==> src/rtl/reorder_buffer.sv <==
// Reorder buffer: in-order allocation at the tail, out-of-order writeback,
// in-order retirement from the head, with a flush on a mispredicted branch.
// Optional feature macro: ROB_WB_BYPASS_EN. When it is defined, a writeback to
// a pending head entry becomes visible on the commit port in the same cycle.
module reorder_buffer #(
    parameter int DEPTH  = 8,
    parameter int DATA_W = 16,
    parameter int REG_W  = 4,
    localparam int IDX_W = $clog2(DEPTH)
) (
    input  logic              clk1,
    input  logic              rst_n,
    input  logic              alloc_valid,
    input  logic [REG_W-1:0]  alloc_rd,
    input  logic              alloc_is_branch,
    output logic              alloc_ready,
    output logic [IDX_W-1:0]  alloc_tag,
    input  logic              wb_valid,
    input  logic [IDX_W-1:0]  wb_tag,
    input  logic [DATA_W-1:0] wb_data,
    input  logic              wb_mispredict,
    output logic              commit_valid,
    input  logic              commit_ready,
    output logic [REG_W-1:0]  commit_rd,
    output logic [DATA_W-1:0] commit_data,
    output logic [IDX_W-1:0]  commit_tag,
    output logic              flush,
    output logic [IDX_W:0]    count
);

    typedef enum logic [1:0] {FREE, PEND, DONE} ent_state_t;

    localparam logic [IDX_W:0]   CNT_FULL = (IDX_W+1)'(DEPTH);
    localparam logic [IDX_W-1:0] PTR_ONE  = IDX_W'(1);

    ent_state_t        st     [DEPTH];
    logic [REG_W-1:0]  rd_q   [DEPTH];
    logic [DATA_W-1:0] data_q [DEPTH];
    logic              br_q   [DEPTH];
    logic              mp_q   [DEPTH];

    logic [IDX_W-1:0] head;
    logic [IDX_W-1:0] tail;

    logic alloc_acc;
    logic wb_hit;
    logic byp;
    logic head_mp;
    logic retire;
    logic flush_now;

    // Only a pending entry accepts a writeback; later writebacks to it are dropped.
    assign wb_hit = wb_valid && (st[wb_tag] == PEND);

`ifdef ROB_WB_BYPASS_EN
    assign byp = wb_hit && (wb_tag == head);
`else
    assign byp = 1'b0;
`endif

    assign alloc_ready  = (count != CNT_FULL);
    assign alloc_tag    = tail;
    assign alloc_acc    = alloc_valid && alloc_ready;

    assign commit_valid = (st[head] == DONE) || byp;
    assign commit_rd    = rd_q[head];
    assign commit_data  = byp ? wb_data : data_q[head];
    assign commit_tag   = head;
    assign head_mp      = byp ? (wb_mispredict && br_q[head]) : mp_q[head];

    assign retire       = commit_valid && commit_ready;
    assign flush_now    = retire && head_mp;

    // Entry payload: no reset needed, every field is qualified by its entry state.
    always_ff @(posedge clk1) begin
        if (alloc_acc) begin
            rd_q[tail] <= alloc_rd;
            br_q[tail] <= alloc_is_branch;
        end
        if (wb_hit) begin
            data_q[wb_tag] <= wb_data;
            mp_q[wb_tag]   <= wb_mispredict && br_q[wb_tag];
        end
    end

    // Entry states, pointers, occupancy and the flush pulse.
    always_ff @(posedge clk1 or negedge rst_n) begin
        if (!rst_n) begin
            for (int i = 0; i < DEPTH; i++) st[i] <= FREE;
            head  <= '0;
            tail  <= '0;
            count <= '0;
            flush <= 1'b0;
        end else begin
            flush <= flush_now;
            if (flush_now) begin
                // Mispredicted branch retired: drop everything younger,
                // including any allocation or writeback seen this cycle.
                for (int i = 0; i < DEPTH; i++) st[i] <= FREE;
                head  <= head + PTR_ONE;
                tail  <= head + PTR_ONE;
                count <= '0;
            end else begin
                // Writeback first so a bypassed retirement of the same entry wins.
                if (wb_hit) st[wb_tag] <= DONE;
                if (retire) begin
                    st[head] <= FREE;
                    head     <= head + PTR_ONE;
                end
                if (alloc_acc) begin
                    st[tail] <= PEND;
                    tail     <= tail + PTR_ONE;
                end
                case ({alloc_acc, retire})
                    2'b10:   count <= count + 1'b1;
                    2'b01:   count <= count - 1'b1;
                    default: count <= count;
                endcase
            end
        end
    end

endmodule

==> config.mk <==
export PLATFORM = sky130hd
export DESIGN_NAME = reorder_buffer
export DESIGN_NICKNAME = d
export VERILOG_FILES = /design/src/rtl/reorder_buffer.sv
export SDC_FILE = /design/constraint.sdc
export NUM_CORES = 1
export LEC_CHECK = 0
export CORE_MARGIN = 8
export CORE_UTILIZATION = 55
export DETAILED_ROUTE_END_ITERATION = 8
export PLACE_DENSITY_LB_ADDON = 0.15
export REMOVE_ABC_BUFFERS = 1
export SKIP_CTS_REPAIR_TIMING = 1
export SYNTH_ARGS = -nofsm -noshare
export SYNTH_HDL_FRONTEND = slang
export SYNTH_SLANG_ARGS = --single-unit
==> constraint.sdc <==
create_clock -name clk1 -period 7.8 [get_ports clk1]
set_clock_uncertainty 0.1 [all_clocks]
set_input_delay 1.95 -clock clk1 [delete_from_list [all_inputs] [get_ports clk1]]
set_output_delay 1.95 -clock clk1 [all_outputs]
set_load 0.01 [all_outputs]
======== Yosys cells after proc, flatten, opt, wreduce, memory -nomap -nowiden ========
Memories as Yosys holds them, arrays and structs flattened.
Index checks and enable logic that the tools add are counted.
storage, ports and cells
  logic and storage cells ................. 81
  input port bits ......................... 30
  output and inout port bits .............. 33
  memory bits (writable) .................. 176
  memories kept ........................... 4
  bits in registers ....................... 27
cells by class
  bitwise operators ....................... 11
  multiplexer cells ....................... 28
  reductions and logical operators ........ 11
  $lt $le $gt $ge ......................... 6
  $add $sub $neg .......................... 4
  equal/unequal tests ..................... 5
memories
  memory  depth  bits a word  rd ports  clocked after Yosys merged registers in  write ports  line  source
  data_q  8      16           1         0                                        1            38    logic [DATA_W-1:0] data_q [DEPTH];
  rd_q    8      4            1         0                                        1            37    logic [REG_W-1:0] rd_q [DEPTH];
  br_q    8      1            1         0                                        1            39    logic br_q [DEPTH];
  mp_q    8      1            1         0                                        1            40    logic mp_q [DEPTH];
operator list
  kind                                                  count
  2-to-1 mux 16 bit                                     6
  demux 2 bit (select 3 bit)                            3
  bitwise AND 16 bit                                    1
  bitwise AND 8 bit                                     2
  inverter 16 bit                                       1
  inverter 8 bit                                        2
  bitwise OR 8 bit                                      2
  2-to-1 mux 2 bit                                      7
  binary-select mux 2 bit (select 3 bit)                2
  >= comparator 4 bit (second input constant)           3
  < comparator 4 x 1 -> 1 bit (second input constant)   3
  2-to-1 mux 3 bit                                      4
  inverter 3 -> 4 bit                                   3
  logical AND 1 bit                                     8
  one-hot mux 4 bit (2 select lines)                    1
  adder 3 x 1 -> 3 bit (second input constant)          2
  adder 4 x 1 -> 4 bit (second input constant)          1
  equality test 2 x 1 -> 1 bit (second input constant)  2
  equality test 2 bit (second input constant)           2
  2-to-1 mux 1 bit                                      4
  2-to-1 mux 4 bit                                      1
  inequality test 4 bit (second input constant)         1
  nonzero test 2 bit                                    2
  subtractor 4 x 1 -> 4 bit (second input constant)     1
  nonzero test 3 bit                                    1

======== Longest topological paths before layout ========
Gate-level depths: netlist (run 1).
  depth after elaboration ................. 15
  mapped depth ............................ 11
  gate-level depth less buffers ........... 10

======== Worst setup path before layout (run 1) ========
No wires, ideal clock.
  kind .................................... flip-flop to output port
  from .................................... register head[0] (netlist: commit_tag[0])
  to ...................................... output port commit_data[5]
  path buffers ............................ 4
  data required time ...................... 5750 ps
  setup slack ............................. 3645 ps
  arrival time ............................ 2105 ps
  stages on the path, launching flop included .. 9
  cells stage by stage .................... dfrtp_1 buf_6 buf_2 buf_2 buf_1 inv_1 nor2_1 a22oi_1 o21ai_0
on the way
  word-level cells in the longest chain between the ends .. 1
RTL lines
  what                      line  source
  start, declared           42    logic [IDX_W-1:0] head;
  start signal, assigned    100   head <= head + PTR_ONE;
  start signal, assigned    108   head <= head + PTR_ONE;
  memory read (8 x 16 bit)  -
  end, declared             25    output logic [DATA_W-1:0] commit_data,
Every way passes these cells.

======== Worst setup path in the final report (run 1) ========
  from .................................... register head[0] (netlist: commit_tag[0])
  to ...................................... output port commit_data[1]
Same word-level chain as after synthesis.

==> metrics.cfg, run 1 <==
[floorplanning]
fp.dieH_um=141.0
initial_core_util_pct=56.30
core.rowCount=45
io_pins=63
die_w_um=141.0
core_um2=15260
dieArea_um2=19880

[pwr]
leakage_nw=3.472
powerDensity_nw_per_um2=368.3
irDropWorstVdd_mv=0.2595

[setup_path]
critPathKind=reg2out
end_kind=output pin
cpPeakStageDelay_ps=740
worst_setup_path_start_kind=register
path_max_fanout=46
cp_slowest_cell=dfrtp_4
path_cells=buf_4, nor2_1, buf_4, a22oi_1, o21ai_0, clkdlybuf4s50_1
crit_top_cell=buf_4
reg2reg_depth=10
cp.required_ps=5750
cp_data_arrival_time_ps=3330

[status]
run_status=complete, no violations

[drt]
ant_nets=0
drcViolationCount=0
wl_per_cell_um=21.67
drt_iter0_drc=467
wirelength_mm=18.24
via_per_inst=5.983
firstDrtPassIters=7
via_count=5038

[synth]
ys.warnings.count=0
synth-edff-count=176
async_flop_share_pct=13.30
synthCells=555
ys.flop_type=edfxtp_1
yosysSeqAreaShare_pct=69.39
synth_area_um2=8591
synth.distinct_cells=58
ys_ff_latch=203
post_synth.cell_area_avg_um2=15.48

[cells_and_area]
drive_above_1_share_pct=15.37
final_common_cell=edfxtp_1
n_antenna_cell=0
instances_no_fill=842
mostFrequentLayoutCells=176 x edfxtp_1, 62 x clkdlybuf4s50_1, 41 x a22oi_1, 40 x mux2_2, 31 x mux2i_1
area_growth_pct=17.04
finalNetCount=651

[sta]
setup_viol=0
fin_crit_ps=5378
worstMarginPinSlew_ps=1136
report.final.hold_viol_count=0
max_slew_margin_pct=23.66
grt_setup_unrepaired=no
fmax_mhz=186.0
fin_setup_tns_ps=0
finalCritPeriodShare_pct=68.94
finalMaxSlewViolations=0

[clock_tree]
cts_max_path_buffers=3
path_clk_slew_ps=60
cts-root-buf=clkbuf_16
cts.sinks=203
cts_tree=built
insertion_delay_ps=490
htree_levels=1
cts_buffers=21

[placed_design]
io_buffers=62
placed_cells=804
dp_hpwl_mm=10.78
gp_congestion=0.8551

[global_routing]
grt_use_total_pct=18.43
grt_pass1_vias=5189
antenna_found_initial=0
gr-total-overflow=0
grt_pass1_wl_mm=28.83
grt_max_degree=60

[min_path]
whs_path_depth=2
min_path_type=reg2reg

[flow_run]
drv_cap=0

## through the flow
stage	area, µm²	worst slack (ps)	hold WS [ps]	power, mW	util [%]
3_3_place_gp	9394	2570	428.6	2.750	61.57
3_5_place_dp	9394	2397	443.4	2.774	61.57
6_report	10050	2422	457.3	3.703	65.90
5_1_grt	10050	2216	465.7	3.891	65.90
2_1_floorplan	8428	2273	380.5	2.233	-
4_1_cts	10050	2376	454.5	3.735	65.90
## logic make-up after synthesis
logic type               count (synthesis)  synth area share (%)
flip-flops                             203                 69.39
AO/OA/AOI/OAI                          124                 10.37
AND/OR/NAND/NOR                         97                 6.088
multiplexers                            77                 10.43
buffers and inverters                   43                 2.301
XOR/XNOR                                 6                0.6117
adder cells (fa/ha/maj)                  5                0.8156
## state kept, by name (all words and copies together), names as in the netlist
register,count
alloc_tag,3
br_q,8
commit_tag,3
count,4
data_q,128
flush,1
mp_q,8
rd_q,32
st,16
## critical path: cells and delay by family, from the launching register on
| family | cells | cell delay, ps |
|---|---|---|
| AND/OR/NAND/NOR | 1 | 390 |
| buffers and inverters | 3 | 1290 |
| flip-flops | 1 | 740 |
| AO/OA/AOI/OAI | 2 | 370 |
## per-layer routing
layer  share of wire (%)  vias to the layer above  GRT usage [%]
met1                  43                     2522          22.99
li1                    -                     2317              -
met2                  49                      162          32.10
met5                   0                        -              0
met4                 2.8                        0          5.826
met3                 5.1                       37          3.207
## worst paths after layout
kind | startpoint | endpoint | slack, ps
max | commit_tag[0] | commit_data[1] | 2420
min | st[6] | st[6] | 460
max reg2reg | commit_tag[0] | count[3] | 3740
min reg2reg | st[6] | st[6] | 460
max in group asynchronous | rst_n | commit_tag[0] | 5550
min in group asynchronous | rst_n | flush | 1730
## synthesized netlist by cell type, types with 5 or more instances
master	n	area, µm²
edfxtp_1	176	5285
clkbuf_1	22	82.58
inv_1	8	30.03
nor3_1	10	50.05
nor2b_1	5	31.28
mux2_2	40	450.4
o21ai_1	9	45.04
nor2_1	17	63.81
nand2_1	28	105.1
a22oi_1	41	307.8
a21oi_1	8	40.04
o22a_1	20	175.2
xnor2_1	6	52.55
mux2i_1	31	310.3
mux4_2	6	135.1
o21ai_0	22	110.1
dfrtp_1	27	675.7
nor4_1	5	31.28
## where the power goes
part / leakage, nW / total, mW / switching [mW] / internal (mW)
Combinational: 1.23 / 1.30 / 0.661 / 0.643
Clock: 0.323 / 0.962 / 0.388 / 0.573
Sequential: 1.92 / 1.44 / 0.131 / 1.31
Total: 3.47 / 3.70 / 1.18 / 2.52
## final cells by class
type                       count  area, µm²
clock buffer                  29      565.5
fill                        1104       5204
sequential                   203       5967
tap                          211      264.0
inverter                       9      35.03
timing repair buffer          72      695.7
clock inverter                 9      95.09
multi-input combinational    309       2432
No activity file was read; power rests on OpenSTA's default activity.
==> run 2, diff against run 1 <==
CORE_UTILIZATION = 53   (was 55)
clock period = 4.46 ns   (was 7.8 ns; I/O delays follow)
==> run 2 against run 1 <==
Net effect:
- sequential share of layout area fell by 1.0 points
- final area increased by 1.8%
- power up 78%
- routed wire length up 7.7%
- critical path depth did not move
- largest cell class unchanged
- clock power is 76% higher
- die area grew 3.3%
- via count is 0.56% higher
- sequential power increased by 80%
- highest routed layer unchanged
- setup slack lost 2200 ps
- clock-buffer cell count is 1 higher
- largest power group unchanged
==> metrics.cfg, run 2 (synthesis gave the netlist of run 1 again) <==
[sta]
fmax_mhz=233.3
finalMaxSlewViolations=0  ; unchanged
worstMarginPinSlew_ps=943.8  ; was 1136 ps
setup_viol=0  ; unchanged
fin_crit_ps=4286
max_slew_margin_pct=36.85  ; was 23.66%
grt_setup_unrepaired=no  ; unchanged
report.final.hold_viol_count=0  ; unchanged
finalCritPeriodShare_pct=96.10
fin_setup_tns_ps=0  ; unchanged

[cells_and_area]
final_common_cell=edfxtp_1  ; unchanged
top_regs=data_q: 128 flops, rd_q: 32 flops, st: 16 flops  ; unchanged
largest_register_ff_count=128  ; unchanged
regArea_um2=5967  ; unchanged
regMostFlops=data_q  ; unchanged
area_growth_pct=19.11  ; was 17.04%
multi_input_area_um2=2432  ; unchanged
finalNetCount=670  ; was 651
fill_cells=1190  ; was 1104
drive_above_1_share_pct=18.62  ; was 15.37%
mostFrequentLayoutCells=176 x edfxtp_1, 62 x clkdlybuf4s50_1, 41 x a22oi_1, 40 x mux2_2, 31 x mux2i_1  ; unchanged
n_antenna_cell=0  ; unchanged
final_area_um2=10230  ; was 10050 µm²

[floorplanning]
core.rowCount=46  ; was 45
fp.dieH_um=143.3  ; was 141.0 µm
initial_core_util_pct=54.08  ; was 56.30%
core_um2=15890  ; was 15260 µm²
io_pins=63  ; unchanged
dieArea_um2=20540  ; was 19880 µm²
die_w_um=143.3  ; was 141.0 µm

[setup_path]
r2r-start=commit_tag[0]  ; unchanged
cp.required_ps=3240  ; was 5750 ps
critPathLaunch=commit_tag[0]  ; unchanged
worst_setup_path_start_kind=register  ; unchanged
path_max_fanout=41  ; was 46
critPathKind=reg2out  ; unchanged
end_kind=output pin  ; unchanged
cp_data_arrival_time_ps=3070  ; was 3330 ps

[drt]
ant_nets=0  ; unchanged
drcViolationCount=0  ; unchanged
firstDrtPassIters=4  ; was 7
via_count=5066  ; was 5038
wirelength_mm=19.64  ; was 18.24 mm
via_per_inst=5.850  ; was 5.983
drt_iter0_drc=388  ; was 467
wl_per_cell_um=22.68  ; was 21.67 µm

[global_routing]
grt_max_degree=42  ; was 60
grt_pass1_vias=5341  ; was 5189
grt_pass1_wl_mm=30.35  ; was 28.83 mm
grt_use_total_pct=19.46  ; was 18.43%
antenna_found_initial=0  ; unchanged
gr-total-overflow=0  ; unchanged

[flow_run]
drv_cap=0  ; unchanged

[pwr]
irDropWorstVdd_mv=0.3532  ; was 0.2595 mV
leakage_nw=3.589  ; was 3.472 nW
powerDensity_nw_per_um2=644.6  ; was 368.3 nW/µm²

[placed_design]
place_area_um2=9555  ; was 9394 µm²
gp_congestion=0.8980  ; was 0.8551
dp_hpwl_mm=12.43  ; was 10.78 mm
io_buffers=62  ; unchanged

[min_path]
min_path_type=reg2reg  ; unchanged
min_from=st[8]  ; was st[6]

[clock_tree]
cts_buffers=21  ; unchanged
path_clk_slew_ps=60  ; about the same
insertion_delay_ps=490  ; about the same
htree_levels=1  ; unchanged
cts.sinks=203  ; unchanged
cts-root-buf=clkbuf_16  ; unchanged
cts_tree=built  ; unchanged
cts_max_path_buffers=3  ; unchanged

[status]
run_status=complete, no violations  ; unchanged

-- run 2: cell count changes in the layout (fill, tap and decap cells not counted), sizes merged --
cell,before,now
bufinv,2,1
clkbuf,29,30
buf,10,29
-- run 2: final timing paths --
check / slack [ps] / cells after the start / endpoint
min in group asynchronous: 1010 / 1 / st[3]
hold / removal: 460 / 2 / st[8]
setup reg to reg: 860 / 11 / count[3]
setup / recovery: 170 / 6 / commit_data[14]
hold reg to reg: 460 / 2 / st[8]
max in group asynchronous: 2560 / 2 / count[0]
-- run 2: through the flow --
| step | util, % | hold slack, ps | setup WS, ps | std cells | power, mW |
|---|---|---|---|---|---|
| floorplan | - | 380.5 | -648.8 | 521 | 3.906 |
| global placement | 60.15 | 435.7 | 609.7 | 828 | 4.920 |
| detailed placement | 60.15 | 440.7 | 616.1 | 828 | 4.962 |
| CTS | 64.41 | 457.5 | 140.8 | 866 | 6.663 |
| global route | 64.41 | 478.3 | 49.26 | 866 | 6.921 |
| finish | 64.41 | 461.1 | 173.9 | 866 | 6.596 |
-- run 2: critical path, cell delays in order, from the launching register on --
cell             delay [ps]
dfrtp_4                 860
buf_12                  340
mux2_2                  380
a22oi_1                 150
o22a_1                  190
o21ai_0                 120
clkdlybuf4s50_1         510
-- run 2: layout make-up --
| cell class | count | area share, % |
|---|---|---|
| clock inverter | 8 | 0.6603 |
| timing repair buffer | 91 | 8.315 |
| inverter | 9 | 0.3424 |
| sequential | 203 | 58.32 |
| multi-input combinational | 309 | 23.77 |
| clock buffer | 30 | 5.955 |
| tap | 216 | 2.641 |
-- run 2: metal layers --
metal	vias to the layer above	GRT usage [%]	part of all wire, %
met5	-	0	0
met3	34	3.882	6.7
met2	162	33.92	50
met4	0	6.419	2.4
li1	2350	-	-
met1	2520	23.81	40
-- run 2: power by group --
group / switching [mW] / total (mW) / internal (mW)
Combinational: 1.14 / 2.31 / 1.18
Clock: 0.682 / 1.69 / 1.01
Sequential: 0.308 / 2.59 / 2.28
Total: 2.13 / 6.60 / 4.47
